===== src/rtl/alu_seq_pkg.sv =====
`default_nettype none
// ============================================================================
// Module      : alu_seq_pkg
// Description : Shared definitions for the multiply/divide sequencer and the
//               datapath operand decoder: opcode encodings, ALU function
//               codes, sequencer state encoding and default iteration count.
// Revision    : 1.0 - initial release
// ============================================================================
package alu_seq_pkg;

    // Default operand width; one shift-add / restoring step per bit.
    localparam int ALU_SEQ_WIDTH = 16;
    localparam int ITER_COUNT    = ALU_SEQ_WIDTH;

    // Sequencer opcodes, latched with start.
    localparam logic OP_MUL  = 1'b0;
    localparam logic OP_DIVU = 1'b1;

    // Shared ripple-ALU function select.
    localparam logic [1:0] ALU_AND = 2'b00;
    localparam logic [1:0] ALU_OR  = 2'b01;
    localparam logic [1:0] ALU_ADD = 2'b10;
    localparam logic [1:0] ALU_SLT = 2'b11;

    typedef enum logic [1:0] {
        ST_IDLE = 2'd0,
        ST_ITER = 2'd1,
        ST_DONE = 2'd2
    } seq_state_t;

endpackage : alu_seq_pkg
`default_nettype wire


===== src/rtl/alu_seq_counter.sv =====
`default_nettype none
// ============================================================================
// Module      : alu_seq_counter
// Description : Loadable down-counter with a "last iteration" flag. Load has
//               priority over decrement; the count saturates at zero.
// Ports       : clk, rst        - clock, synchronous active-high reset
//               i_load/i_load_val - load a new iteration count
//               i_dec           - decrement by one
//               o_last          - count currently equals one
// Revision    : 1.0 - initial release
// ============================================================================
module alu_seq_counter #(
    parameter int CNT_W = 5
) (
    input  logic             clk,
    input  logic             rst,
    input  logic             i_load,
    input  logic [CNT_W-1:0] i_load_val,
    input  logic             i_dec,
    output logic             o_last
);

    logic [CNT_W-1:0] r_cnt_q;
    logic [CNT_W-1:0] w_cnt_d;

    always_comb begin
        w_cnt_d = r_cnt_q;
        if (i_load) begin
            w_cnt_d = i_load_val;
        end else if (i_dec && (r_cnt_q != '0)) begin
            w_cnt_d = r_cnt_q - 1'b1;
        end
    end

    always_ff @(posedge clk) begin
        if (rst) begin
            r_cnt_q <= '0;
        end else begin
            r_cnt_q <= w_cnt_d;
        end
    end

    assign o_last = (r_cnt_q == CNT_W'(1));

endmodule : alu_seq_counter
`default_nettype wire


===== src/rtl/alu_seq_ctrl.sv =====
`default_nettype none
// ============================================================================
// Module      : alu_seq_ctrl
// Description : Multi-cycle unsigned multiply (shift-add) and divide
//               (restoring) sequencer that borrows the shared ripple ALU one
//               iteration per bit and returns a 2*WIDTH result.
// Ports       : clk, reset            - clock, synchronous active-high reset
//               start, opcode         - request (IDLE only), 0 MUL / 1 DIVU
//               src_a, src_b          - multiplicand/dividend, multiplier/divisor
//               alu_owned, alu_a/b, alu_op, alu_binvert, alu_carryin
//                                     - ALU operand/control drive while owned
//               alu_result, alu_carryout - combinational ALU return path
//               busy, done            - handshake (done is a one-cycle pulse)
//               result_lo, result_hi  - product low/high or quotient/remainder
//               div_by_zero           - last DIVU had a zero divisor
// Options     : ALU_SEQ_ZERO_SKIP_EN - MUL with a zero operand completes
//               immediately without claiming the ALU.
// Revision    : 1.0 - initial release
// ============================================================================
module alu_seq_ctrl
    import alu_seq_pkg::*;
#(
    parameter int WIDTH = ITER_COUNT,
    parameter int CNT_W = 5             // must hold WIDTH
) (
    input  logic             clk,
    input  logic             reset,
    input  logic             start,
    input  logic             opcode,
    input  logic [WIDTH-1:0] src_a,
    input  logic [WIDTH-1:0] src_b,
    output logic             alu_owned,
    output logic [WIDTH-1:0] alu_a,
    output logic [WIDTH-1:0] alu_b,
    output logic [1:0]       alu_op,
    output logic             alu_binvert,
    output logic             alu_carryin,
    input  logic [WIDTH-1:0] alu_result,
    input  logic             alu_carryout,
    output logic             busy,
    output logic             done,
    output logic [WIDTH-1:0] result_lo,
    output logic [WIDTH-1:0] result_hi,
    output logic             div_by_zero
);

    seq_state_t       r_state_q, w_state_d;
    logic             r_op_q,    w_op_d;
    logic [WIDTH-1:0] r_hi_q,    w_hi_d;   // acc (MUL) / remainder (DIVU)
    logic [WIDTH-1:0] r_lo_q,    w_lo_d;   // mq  (MUL) / quotient  (DIVU)
    logic [WIDTH-1:0] r_md_q,    w_md_d;   // multiplicand / divisor
    logic             r_dbz_q,   w_dbz_d;
    logic             r_busy_q;
    logic             r_done_q;
    logic             r_owned_q;

    logic             w_cnt_load;
    logic             w_cnt_dec;
    logic             w_last;
    logic [WIDTH-1:0] w_r_sh;
    logic             w_msb;
    logic             w_sub_ok;

    alu_seq_counter #(
        .CNT_W (CNT_W)
    ) u_counter (
        .clk        (clk),
        .rst        (reset),
        .i_load     (w_cnt_load),
        .i_load_val (CNT_W'(WIDTH)),
        .i_dec      (w_cnt_dec),
        .o_last     (w_last)
    );

    // Restoring-divide shift: the bit shifted out of the remainder (w_msb)
    // is the 17th bit of the partial remainder. When set, the value already
    // exceeds any WIDTH-bit divisor, so the subtraction must be taken even
    // though the ALU carry-out cannot see that bit.
    assign w_r_sh   = {r_hi_q[WIDTH-2:0], r_lo_q[WIDTH-1]};
    assign w_msb    = r_hi_q[WIDTH-1];
    assign w_sub_ok = w_msb | alu_carryout;

    // ALU drive: zero whenever the sequencer does not own the ALU.
    always_comb begin
        alu_a       = '0;
        alu_b       = '0;
        alu_op      = ALU_AND;
        alu_binvert = 1'b0;
        alu_carryin = 1'b0;
        if (r_state_q == ST_ITER) begin
            alu_op = ALU_ADD;
            alu_b  = r_md_q;
            if (r_op_q == OP_DIVU) begin
                alu_a       = w_r_sh;
                alu_binvert = 1'b1;   // A + ~B + 1 = A - B
                alu_carryin = 1'b1;
            end else begin
                alu_a = r_hi_q;
            end
        end
    end

    always_comb begin
        w_state_d  = r_state_q;
        w_op_d     = r_op_q;
        w_hi_d     = r_hi_q;
        w_lo_d     = r_lo_q;
        w_md_d     = r_md_q;
        w_dbz_d    = r_dbz_q;
        w_cnt_load = 1'b0;
        w_cnt_dec  = 1'b0;

        case (r_state_q)
            ST_IDLE: begin
                if (start) begin
                    w_op_d     = opcode;
                    w_dbz_d    = 1'b0;
                    w_cnt_load = 1'b1;
                    w_hi_d     = '0;
                    w_state_d  = ST_ITER;
                    if (opcode == OP_MUL) begin
                        w_md_d = src_a;
                        w_lo_d = src_b;
`ifdef ALU_SEQ_ZERO_SKIP_EN
                        if ((src_a == '0) || (src_b == '0)) begin
                            w_lo_d    = '0;
                            w_state_d = ST_DONE;
                        end
`endif
                    end else begin
                        w_md_d = src_b;
                        w_lo_d = src_a;
                        if (src_b == '0) begin
                            w_lo_d    = '1;
                            w_hi_d    = src_a;
                            w_dbz_d   = 1'b1;
                            w_state_d = ST_DONE;
                        end
                    end
                end
            end

            ST_ITER: begin
                w_cnt_dec = 1'b1;
                if (r_op_q == OP_MUL) begin
                    // Shift {carry, sum-or-acc, mq} right by one.
                    if (r_lo_q[0]) begin
                        w_hi_d = {alu_carryout, alu_result[WIDTH-1:1]};
                        w_lo_d = {alu_result[0], r_lo_q[WIDTH-1:1]};
                    end else begin
                        w_hi_d = {1'b0, r_hi_q[WIDTH-1:1]};
                        w_lo_d = {r_hi_q[0], r_lo_q[WIDTH-1:1]};
                    end
                end else begin
                    w_hi_d = w_sub_ok ? alu_result : w_r_sh;
                    w_lo_d = {r_lo_q[WIDTH-2:0], w_sub_ok};
                end
                if (w_last) begin
                    w_state_d = ST_DONE;
                end
            end

            ST_DONE: begin
                w_state_d = ST_IDLE;
            end

            default: begin
                w_state_d = ST_IDLE;
            end
        endcase
    end

    // Handshake outputs are registered from the next state so they line up
    // with the state they describe.
    always_ff @(posedge clk) begin
        if (reset) begin
            r_state_q <= ST_IDLE;
            r_op_q    <= OP_MUL;
            r_hi_q    <= '0;
            r_lo_q    <= '0;
            r_md_q    <= '0;
            r_dbz_q   <= 1'b0;
            r_busy_q  <= 1'b0;
            r_done_q  <= 1'b0;
            r_owned_q <= 1'b0;
        end else begin
            r_state_q <= w_state_d;
            r_op_q    <= w_op_d;
            r_hi_q    <= w_hi_d;
            r_lo_q    <= w_lo_d;
            r_md_q    <= w_md_d;
            r_dbz_q   <= w_dbz_d;
            r_busy_q  <= (w_state_d != ST_IDLE);
            r_done_q  <= (w_state_d == ST_DONE);
            r_owned_q <= (w_state_d == ST_ITER);
        end
    end

    assign alu_owned   = r_owned_q;
    assign busy        = r_busy_q;
    assign done        = r_done_q;
    assign result_lo   = r_lo_q;
    assign result_hi   = r_hi_q;
    assign div_by_zero = r_dbz_q;

endmodule : alu_seq_ctrl
`default_nettype wire


===== config.mk =====
export PLATFORM = sky130hd
export DESIGN_NAME = alu_seq_ctrl
export DESIGN_NICKNAME = d
export VERILOG_FILES = /design/src/rtl/alu_seq_pkg.sv /design/src/rtl/alu_seq_counter.sv /design/src/rtl/alu_seq_ctrl.sv
export SDC_FILE = /design/constraint.sdc
export NUM_CORES = 1
export LEC_CHECK = 0
export ABC_AREA = 0
export CAP_MARGIN = 20
export CELL_PAD_IN_SITES_DETAIL_PLACEMENT = 1
export CELL_PAD_IN_SITES_GLOBAL_PLACEMENT = 1
export CORE_UTILIZATION = 36
export DETAILED_ROUTE_END_ITERATION = 8
export PLACE_DENSITY = 0.86
export SYNTH_ARGS = -nofsm -noshare
export SYNTH_HDL_FRONTEND = slang
export SYNTH_SLANG_ARGS = --single-unit

===== constraint.sdc =====
create_clock -name clk -period 6 [get_ports clk]
set_clock_uncertainty 0.1 [all_clocks]
set_input_delay 1.8 -clock clk [delete_from_list [all_inputs] [get_ports clk]]
set_output_delay 1.8 -clock clk [all_outputs]
set_load 0.01 [all_outputs]

; ---- Word-level counts from Yosys, hierarchy flattened
; Index checks and enable logic that the tools add are counted.
[totals]
reg_bits = 60
output_inout_bits = 72
[classes]
eq_ne = 5
n_reduce_logical = 10
add_sub_neg = 1
mux = 32
n_bitwise = 1
[op_table]
columns = cell, n
row1 = 16-bit 2-to-1 mux, 15
row2 = 16-bit one-hot mux with 2 select lines, 2
row3 = 16-bit zero test, 1
row4 = 2-bit 2-to-1 mux, 5
row5 = 5-bit 2-to-1 mux, 2
row6 = 1-bit 2-to-1 mux, 7
row7 = 2-bit nonzero test, 3
row8 = "5-bit by 1-bit == test with 1-bit output, second input constant", 1
row9 = 5-bit nonzero test, 1
row10 = "5-bit by 1-bit subtractor with 5-bit output, second input constant", 1
row11 = "2-bit by 1-bit == test with 1-bit output, second input constant", 2
row12 = 2-bit one-hot mux with 2 select lines, 1
row13 = 2-bit AND reduction, 2
row14 = "2-bit == test, second input constant", 1
row15 = 2-bit zero test, 1
row16 = "2-bit inequality test, second input constant", 1
row17 = 2-bit OR reduction, 1
row18 = 1-bit logical AND, 1
row19 = 1-bit OR, 1

; ---- Depth between registers and ports, before layout
[depth]
depth_word = 6
mapped_depth = 7
mapped_depth_nobuf = 6

; ---- Hierarchy
; From an unflattened synthesis, not the netlist that was laid out.
[unflattened]
cells_unflattened = 458
hier_area_um2 = 3945.0
[modules_own_cells]
columns = module, area_per_inst_um2, n_inst, cells_per_inst
row1 = alu_seq_ctrl, 3612.2, 1, 418
row2 = alu_seq_counter, 332.8, 1, 40

; ---- Worst setup path after synthesis
; OpenSTA, ideal clock, no wires.
[synth_path]
path_type = input to register
start = in opcode
end = reg r_hi_q[15] (netlist: result_hi[15])
cell_stages = 6
setup_slack_ps = 2749
arrival_time_ps = 3077
setup_time_ps = 73
t_required_ps = 5827
path_cell_list = buf_4 -> or4b_1 -> nor3_4 -> nand4b_2 -> buf_6 -> o211ai_2
[synth_between]
elab_chain_cells = 3
[synth_lines]
columns = item, line
row1 = start: declaration, alu_seq_ctrl.sv:29  ; input logic opcode,
row2 = 16-bit 2-to-1 mux, alu_seq_ctrl.sv:121  ; if (opcode == OP_MUL) begin
row3 = 16-bit 2-to-1 mux, alu_seq_ctrl.sv:115  ; if (start) begin
row4 = 16-bit one-hot mux with 2 select lines, alu_seq_ctrl.sv:113  ; case (r_state_q)
row5 = end signal: assignment, alu_seq_ctrl.sv:189  ; r_hi_q <= w_hi_d;
row6 = end: declaration, alu_seq_ctrl.sv:49  ; logic [WIDTH-1:0] r_hi_q, w_hi_d;
; No other way between the ends. The select of a mux whose other input is x is not followed.
; A chain may end at the register's enable or synchronous reset.

; ---- Worst setup path after layout
[layout_path]
start = reg r_op_q
end = out alu_binvert
[layout_between]
elab_chain_cells = 2
[layout_lines]
columns = item, line
row1 = start: declaration, alu_seq_ctrl.sv:48  ; logic r_op_q, w_op_d;
row2 = start signal: assignment, alu_seq_ctrl.sv:188  ; r_op_q <= w_op_d;
row3 = 1-bit 2-to-1 mux, alu_seq_ctrl.sv:93  ; if (r_op_q == OP_DIVU) begin
row4 = 1-bit 2-to-1 mux, alu_seq_ctrl.sv:90  ; if (r_state_q == ST_ITER) begin
row5 = end: declaration, alu_seq_ctrl.sv:36  ; output logic alu_binvert,
; No other way between the ends.

==> flow_summary_export.csv <==
group,metric,value,unit
synth,yosysMostFrequentCell,"dfxtp_1",
synth,yosys.area_share.simple,13.9,%
setup_path,timing.rr.end,"result_hi[1]",
timing,period_needed,4.29,ns
run,drv_cap,0,
worst_hold_path,hp-class,"reg -> reg",
final_layout,fin_cells,695,
clocking,hold_buffers,0,
synth,synth_nets,512,
clocking,htree_levels,3,
routing,wl_per_cell,20.5,um
global_route,grt_pass1_wl,22.3,mm
worst_hold_path,hold_start,"r_md_q[5]",
synth,synth_top_family_by_area,"compound AO/OA/AOI/OAI gates",
outcome,status,"finished clean",
setup_path,start_kind,"flip-flop",
power_and_ir_drop,p_leak,1.94,nW
timing,final_max_slew_viol_count,0,
synth,ys_seq_area_share,31.4,%
power_and_ir_drop,total_power,1.20,mW
die,start_util,37.1,%
timing,finalCritPeriodShare,71.4,%
place,port_buffers,123,
synth,syn_inst,456,
clocking,cts_setup_buffers,0,
synth,synth_cell_types,49,
setup_path,rr_startpoint,"result_hi[15]",
synth,synth_ff_type,"dfxtp_1",
final_layout,fin_util,51.5,%
synth,yosys.area.top_type,"dfxtp_1",
global_route,grt_pass1_vias,4134,
setup_path,worstPathArrival,2.39,ns
timing,fmax,0.233,GHz
die,die_h,105,um
place,place_area,5080,sq um
power_and_ir_drop,peakVddDrop,0.000110,V
setup_path,cp_max_fo,26,
global_route,antenna_found_initial,0,
synth,synthTopCellsByCount,"dfxtp_1, mux2i_1, nor2_1",
final_layout,area_delta_synth_final,38.9,%
routing,wl_met3,672,um
clocking,clk_pin_slew,0.07,ns
final_layout,design_area,5320,sq um
die,ioPinCount,125,
die,rows,37,
synth,synth-adder-area-share,0.980,%
synth,async_reset_ff_share,0,%
setup_path,crit_type,"reg -> out",
routing,vias_per_cell,5.74,
clocking,cts_tree,"yes",
timing,slew_headroom,31.3,%
setup_path,crit_path_end_kind,"primary output",
routing,first_iter_violations,212,
routing,wl_met2,6.99,mm
timing,setup_violations,0,
synth,yosys.area.top_type_share,31.4,%
global_route,overflow,0,
worst_hold_path,holdPathStages,2,
worst_hold_path,min_to,"r_md_q[5]",
routing,wl_met1,6.17,mm
global_route,track_usage,26.0,%
clocking,clk_latency,0.35,ns
setup_path,reg2reg_depth,4,
routing,top_layer_used,"met4",
timing,final_hold_viol_count,0,
die,coreArea,10300,sq um
routing,finalWirelength,14.3,mm
synth,yosys-mux-area-fraction,17.4,%
final_layout,fin_nets,610,
final_layout,antenna_cells,0,
synth,synth_edf_count,0,
clocking,cts_resized,0,
setup_path,ff2ff_setup_slack,3.86,ns
routing,drc,0,
routing,drt-pass1-iter-count,5,
die,die_w,105,um
clocking,cts-root-buf,"clkbuf_8",
clocking,cts_sinks,60,
synth,syn_area_per_cell,8.40,sq um
timing,hold_ws,0.399,ns
timing,rsz0062_at_grt,"false",
place,post-place-ws,1.92,ns
clocking,cts_buffers,9,
timing,tns,0,ns
synth,ys_top_cells_by_area,"dfxtp_1, mux2i_1, nor2_1",
synth,synth_area,3830,sq um
timing,setup_ws,1.71,ns
place,dp_hpwl,9.70,mm
die,dieArea,11100,sq um
final_layout,final_layout_size_suffix_gt1_share,10.2,%
clocking,clk_path_buf_depth,2,
power_and_ir_drop,power_density,225,nW/um^2
setup_path,critical_path_required,4.10,ns
synth,synth_compound_area_share,27.2,%
place,gp_congestion,0.801,
synth,ys_warn_count,0,
global_route,grt_max_degree,44,
timing,worstMarginPinSlew,1.03,ns
routing,vias,3992,
routing,antenna_left,0,
synth,synth_xor_xnor_area_share,0.686,%
place,dp.cells,677,
synth,ys_seq_elements,60,
power by group:
| part | switching [mW] | internal, mW | total (mW) |
|---|---|---|---|
| clock | 0.168 | 0.245 | 0.413 |
| sequential | 0.0358 | 0.430 | 0.466 |
| combinational | 0.164 | 0.153 | 0.318 |
critical path, stage by stage, from the launching register on:
cell and delay [ns]:
dfxtp_2 0.68, inv_1 0.50, nor2_1 0.27, clkdlybuf4s50_1 0.57
cell families after synthesis:
kind of cell	count (synthesis)
AOI/OAI and AO/OA	141
xor gates and xnor gates	3
adders and majority gates	3
buffers and inverters	77
DFF	60
muxes	65
other	1
and+or+nand+nor	106
worst max-delay path by stage:
stage	depth (start not counted)	endpoint	from	slack, ns
floorplan	6	result_hi[15]	opcode	2.75
global placement	5	result_hi[2]	src_b[4]	2.04
detailed placement	5	result_hi[14]	src_b[4]	1.92
CTS	3	alu_binvert	r_op_q	1.70
global route	3	alu_binvert	r_op_q	1.59
finish	3	alu_binvert	r_op_q	1.71
layout by cell type, fill, tap and decap left out, types with 6 or more instances in the layout:
master / instances
mux2i_1: 52
o21ai_1: 9
a32oi_1: 15
a211oi_1: 22
clkdlybuf4s50_1: 122
dfxtp_1: 59
o311ai_0: 13
o22ai_1: 16
a211oi_2: 10
buf_4: 6
nor2_1: 45
and2_1: 16
a21oi_1: 7
mux2_2: 13
o211ai_1: 12
clkbuf_8: 10
nand2_1: 19
o21ai_0: 22
inv_1: 33
per-layer routing:
| layer | track usage, % | vias up |
|---|---|---|
| li1 | - | 1863 |
| met1 | 31.6 | 1955 |
| met2 | 44.7 | 139 |
| met3 | 4.87 | 35 |
| met4 | 11.1 | 0 |
| met5 | 0 | - |
area by class of cell:
cell class	count	area, sq um
clock buffers	12	145
clock inverters	4	72.6
fillers	1217	5000
inverters	33	124
multi-input cells	319	2310
flip-flops and latches	60	1200
well taps	136	170
repair buffers	131	1290
sequential cells by signal (all words and copies together) (netlist names):
register	cells
r_md_q	16
done	1
alu_owned	1
busy	1
div_by_zero	1
u_counter.r_cnt_q	5
result_hi	16
result_lo	16
r_op_q	1
r_state_q	2
No activity file was read; power rests on OpenSTA's default activity.
